[src/rtl/aes_block_controller.sv]
// Sequencing controller for a combinational AES-256 datapath. It holds the key and one block
// stable for a fixed settle window, then captures and round-trip checks the result.
module aes_block_controller #(
    parameter int unsigned NK            = 8,
    parameter int unsigned NB            = 4,
    parameter int unsigned NR            = 14,
    parameter int unsigned SETTLE_CYCLES = 4
) (
    input  logic              clk,
    input  logic              rst_n,
    input  logic              key_load,
    input  logic [32*NK-1:0]  key_in,
    output logic              key_ready,
    input  logic              in_valid,
    output logic              in_ready,
    input  logic [32*NB-1:0]  in_data,
    output logic              out_valid,
    input  logic              out_ready,
    output logic [32*NB-1:0]  out_data,
    output logic              out_chk_err,
    output logic [15:0]       blk_count,
    output logic [7:0]        err_count,
    output logic [32*NB-1:0]  dp_msg,
    output logic [32*NK-1:0]  dp_key,
    input  logic [32*NB-1:0]  dp_cipher,
    input  logic [32*NB-1:0]  dp_msgout
);

    localparam int unsigned KEY_W = 32 * NK;
    localparam int unsigned BLK_W = 32 * NB;
    localparam int unsigned CNT_W = 8;
    localparam int unsigned BLK_CNT_W = 16;
    localparam int unsigned ERR_CNT_W = 8;

    // NR only configures the external datapath; it is range-checked here with the settle window.
    if (SETTLE_CYCLES < 1 || SETTLE_CYCLES > 255 || NR < 1) begin : g_param_check
        $error("aes_block_controller: illegal SETTLE_CYCLES or NR");
    end

    typedef enum logic [1:0] {
        IDLE  = 2'd0,
        KWAIT = 2'd1,
        DWAIT = 2'd2,
        OUT   = 2'd3
    } state_e;

    state_e                 state_q, state_d;
    logic [CNT_W-1:0]       cnt_q, cnt_d;
    logic                   key_loaded_q, key_loaded_d;
    logic [KEY_W-1:0]       key_q, key_d;
    logic [BLK_W-1:0]       msg_q, msg_d;
    logic [BLK_W-1:0]       out_data_q, out_data_d;
    logic                   out_valid_q, out_valid_d;
    logic                   out_chk_err_q, out_chk_err_d;
    logic [BLK_CNT_W-1:0]   blk_count_q, blk_count_d;
    logic [ERR_CNT_W-1:0]   err_count_q, err_count_d;
    logic                   mismatch;

    // Key load has priority over a block request arriving in the same cycle.
    assign in_ready = (state_q == IDLE) && key_loaded_q && !key_load;
    assign mismatch = (dp_msgout != msg_q);

    always_ff @(posedge clk or negedge rst_n) begin
        if (!rst_n) begin
            state_q       <= IDLE;
            cnt_q         <= '0;
            key_loaded_q  <= 1'b0;
            key_q         <= '0;
            msg_q         <= '0;
            out_data_q    <= '0;
            out_valid_q   <= 1'b0;
            out_chk_err_q <= 1'b0;
            blk_count_q   <= '0;
            err_count_q   <= '0;
        end else begin
            state_q       <= state_d;
            cnt_q         <= cnt_d;
            key_loaded_q  <= key_loaded_d;
            key_q         <= key_d;
            msg_q         <= msg_d;
            out_data_q    <= out_data_d;
            out_valid_q   <= out_valid_d;
            out_chk_err_q <= out_chk_err_d;
            blk_count_q   <= blk_count_d;
            err_count_q   <= err_count_d;
        end
    end

    always_comb begin
        state_d       = state_q;
        cnt_d         = cnt_q;
        key_loaded_d  = key_loaded_q;
        key_d         = key_q;
        msg_d         = msg_q;
        out_data_d    = out_data_q;
        out_valid_d   = out_valid_q;
        out_chk_err_d = out_chk_err_q;
        blk_count_d   = blk_count_q;
        err_count_d   = err_count_q;

        unique case (state_q)
            IDLE: begin
                if (key_load) begin
                    key_d        = key_in;
                    key_loaded_d = 1'b0;
                    cnt_d        = CNT_W'(SETTLE_CYCLES);
                    state_d      = KWAIT;
                end else if (in_valid && in_ready) begin
                    msg_d   = in_data;
                    cnt_d   = CNT_W'(SETTLE_CYCLES);
                    state_d = DWAIT;
                end
            end
            KWAIT: begin
                cnt_d = cnt_q - CNT_W'(1);
                if (cnt_q == CNT_W'(1)) begin
                    key_loaded_d = 1'b1;
                    state_d      = IDLE;
                end
            end
            DWAIT: begin
                cnt_d = cnt_q - CNT_W'(1);
                if (cnt_q == CNT_W'(1)) begin
                    out_data_d    = dp_cipher;
                    out_chk_err_d = mismatch;
                    out_valid_d   = 1'b1;
                    blk_count_d   = blk_count_q + BLK_CNT_W'(1);
                    if (mismatch && (err_count_q != {ERR_CNT_W{1'b1}})) begin
                        err_count_d = err_count_q + ERR_CNT_W'(1);
                    end
                    state_d = OUT;
                end
            end
            OUT: begin
                if (out_ready) begin
                    out_valid_d   = 1'b0;
                    out_chk_err_d = 1'b0;
                    state_d       = IDLE;
                end
            end
            default: state_d = IDLE;
        endcase
    end

    assign key_ready   = key_loaded_q;
    assign out_valid   = out_valid_q;
    assign out_data    = out_data_q;
    assign out_chk_err = out_chk_err_q;
    assign blk_count   = blk_count_q;
    assign err_count   = err_count_q;
    assign dp_msg      = msg_q;
    assign dp_key      = key_q;

endmodule

[config.mk]
export PLATFORM = sky130hd
export DESIGN_NAME = aes_block_controller
export DESIGN_NICKNAME = d
export VERILOG_FILES = /design/src/rtl/aes_block_controller.sv
export SDC_FILE = /design/constraint.sdc
export NUM_CORES = 1
export LEC_CHECK = 0
export BUFFER_PORTS_ARGS = -buffer_cell sky130_fd_sc_hd__buf_4
export CORE_AREA = 2 2 455 457
export CTS_CLUSTER_SIZE = 25
export DETAILED_ROUTE_END_ITERATION = 8
export DIE_AREA = 0 0 457 459
export HOLD_SLACK_MARGIN = 0.05
export MAX_ROUTING_LAYER = met4
export SYNTH_ARGS = -nofsm -noshare
export SYNTH_HDL_FRONTEND = slang
export SYNTH_SLANG_ARGS = --single-unit
[constraint.sdc]
create_clock -name clk -period 2.4 [get_ports clk]
set_clock_uncertainty 0.1 [all_clocks]
set_input_delay 0.12 -clock clk [delete_from_list [all_inputs] [get_ports clk]]
set_output_delay 0.12 -clock clk [all_outputs]
set_load 0.05 [all_outputs]
==> metrics <==
status complete, but fails checks; failing checks setup timing; clock sink total around 550; min-delay worst type input pin to flip-flop; initial DRC count ~1000; Reg area ~0.014 mm²; largest net degree at the start of global routing between 70 and 80; GR Overflow Total 0; area grow syn2layout 102%; Remaining DRCs 0; CTS buffer count between 70 and 80; post-synth top area cell dfrtp_1; initial core utilization ~11%; MaxCap Viol Count 0; core area 0.206 mm²; Placed Area roughly 0.035 mm²; routability cong. slightly below 1; initial antenna violation count roughly 240; met3 global-route usage just under 10%; reg2reg start dp_msg[76]$_DFFE_PN0P_; hold wc startpoint in_valid; CTS H-tree lvls 3; input/output buffers approximately 1200; WS Path Type flip-flop to flip-flop; Clock Latency Late Sink around 690 ps; first-pass GRT wire length approximately 240000 µm; final worst setup slack -159 ps; Hold Path Cell Cnt 5; largest cells by area after synthesis dfrtp_1 62%, mux2_2 20%, nand2_1 6.9%; drt total wl roughly 190000 µm; unrepaired setup endpoints after global routing yes; clk buf depth 3; Max Slew Vio Count 0; crit path launch type flip-flop; Peak VDD IR between 0.8 and 0.9 mV; WHS Endpoint cnt_q[1]$_DFFE_PN0P_; busiest grt layer met2; wire length per cell around 28 µm; number of nets with antenna violations after routing 0; met2 GRT Util 27.8%; Critical Path RT approximately 2900 ps; chip height between 400 and 500 µm; Synth top area share 62.0%; CP peak stage delay roughly 450 ps; Critical Path AT 3030 ps; Worst path slowest cell nor4_2; synthesized net count 2360; routing usage on met1 approximately a fifth; sequential share of the synthesized area just over 60%; final setup violation count 9; Synth Warn # 0; delay-heaviest family, CP simple AND/OR/NAND/NOR gates; post-detail-place hpwl about 160000 µm; critical path endpoint category flip-flop; Global Route Usage Sum 17.7%; Cells after Synth about 1700; Top FF cell, synth dfrtp_1; Mean Syn Cell Area between 10 and 15 µm²; R2R Setup Slk -160 ps; final instance area roughly 0.045 mm²; synthesis-stage register bit count 549; die width 457 µm; vias in the first global route roughly 24000; Multi-input gate area between 0.008 and 0.009 mm²; worst reg2reg path depth 8; Final Util between 20% and 30%; min Tclk post-route about 2600 ps; fraction of registers with async set/reset between 90% and 100%; Cell Pwr Density roughly 1400 mW/mm²; count of final hold-check violations 0; via count 22300; final hold slack 71.4 ps; row cnt between 150 and 200; worst-margin pin slew approximately 540 ps; critical path, cell by cell xor2_1 > nor4_2 > buf_4 > nand4_1 > nor4_4 > buf_12 > a21oi_4 > mux2_4; Post-synth EDFFs 0; leakage power roughly 21 nW; via/cell ratio between 3 and 4; Synth Cell Area ~0.022 mm²; DR pass1 iterations 5; # IOs between 1000 and 1500; Filler Cell Count ~22000; headroom to the max-slew limit between 60% and 70%; crit share post-route 107%; f_max around 390 MHz; Synth cell types 38; Root Buffer clkbuf_16; die area about 0.21 mm²; layout cells sized above 1 slightly below 50%; WP buf/inv 2; worst r2r dst err_count[1]$_DFFE_PN0P_; Worst-path clk slew ~60 ps; total power roughly 0.064 W; TritonCTS clock tree yes; Layout Nets 4315; crit path max fanout 6
==> power by group <==
part           internal, W  switching [W]
registers           0.0136        0.00303
logic               0.0111         0.0249
clock network      0.00677        0.00478
==> cell type report <==
cell class | instances | share of cell area [%]
Antenna cell | 170 | 0.948
Clock buffer | 107 | 4.84
Clock inverter | 29 | 0.739
Inverter | 11 | 0.0920
Multi-Input combinational cell | 1074 | 18.3
Sequential cell | 549 | 30.6
Tap cell | 2704 | 7.54
Timing Repair Buffer | 1949 | 36.9
==> logic make-up after synthesis <==
group,share of synthesized area [%]
flops,62.0
simple gates,9.40
mux,19.8
xor+xnor,6.00
buf+inv,1.46
compound gates,0.897
fa+ha+maj,0.508
==> stage by stage <==
stage                     setup slack, ps  setup TNS (ps)  cells
final                                -159           -1070   6593
after global routing                 -206           -1610   6587
after CTS                            -145           -1020   6421
after detailed placement             -448           -3400   5618
after global placement               -464           -3530   5618
after floorplan                      15.5               0   1706
==> repair_timing <==
item	4_1_cts	5_1_grt
gates resized for setup	8	6
pin swaps	9	11
hold endpoints to repair	1068	0
buffers inserted	5	2
hold buffers	662	0
endpoints found under the setup margin	9	14
==> worst register-to-register path: stages (launching register included) <==
cell,delay [ps]
dfrtp_1,400
xor2_1,150
nor4_2,450
buf_4,210
nand4_1,210
nor4_4,390
buf_12,190
a21oi_4,60
mux2_4,310
==> metal layers <==
layer,vias to the layer above,wire (µm)
met4,0,7080
met1,10800,69800
met3,316,24800
met2,1261,84600
met5,-,0
li1,9958,-
==> synthesized netlist by cell type, types with 6 or more instances <==
cell type,instances
buf_2,9
clkbuf_1,61
dfrtp_1,549
ha_1,9
inv_1,11
mux2_2,387
nand2_1,408
nand3_1,10
nand4_1,12
nor2_1,14
nor3_1,6
nor4_1,33
o21ai_0,8
xnor2_1,16
xor2_1,136
==> placed cells by master (no fill, tap or decap), types with 4 or more instances in the layout <==
master         synthesis  layout
nand3_1               10       9
dlygate4sd3_1          0     661
inv_1                 11      11
clkinvlp_4             0       5
xnor2_1               16      16
nor3_1                 6       6
clkbuf_8               0      11
o21ai_0                8       8
nor4_1                33      26
bufinv_16              0       4
xor2_1               136     136
clkinv_4               0       6
clkbuf_1              61      18
clkbuf_16              0      78
nand4_1               12      12
nor2_1                14      14
nor4_2                 0       7
nand2_1              408     407
ha_1                   9       8
dfrtp_1              549     549
diode_2                0     170
buf_4                  0    1263
buf_12                 0      21
clkinv_2               0      10
mux2_2               387     387
==> registers in the layout, summed over array words and instances, names as in the netlist <==
register     cells
dp_key         256
dp_msg         128
out_data       128
blk_count       16
cnt_q            8
err_count        8
state_q          2
key_ready        1
out_chk_err      1
out_valid        1
==> how the worst max path moves through the flow <==
stage / from / endpoint / slack [ps] / depth (start not counted)
3_5_place_dp: dp_msg[9]$_DFFE_PN0P_ / err_count[1]$_DFFE_PN0P_ / -450 / 8
5_1_grt: dp_msg[76]$_DFFE_PN0P_ / err_count[6]$_DFFE_PN0P_ / -210 / 9
3_3_place_gp: dp_msg[9]$_DFFE_PN0P_ / err_count[1]$_DFFE_PN0P_ / -460 / 8
6_report: dp_msg[76]$_DFFE_PN0P_ / err_count[1]$_DFFE_PN0P_ / -160 / 8
2_1_floorplan: dp_msg[9]$_DFFE_PN0P_ / err_count[1]$_DFFE_PN0P_ / 20 / 6
4_1_cts: dp_msg[1]$_DFFE_PN0P_ / err_count[1]$_DFFE_PN0P_ / -150 / 8
(Power assumes the default switching activity.)
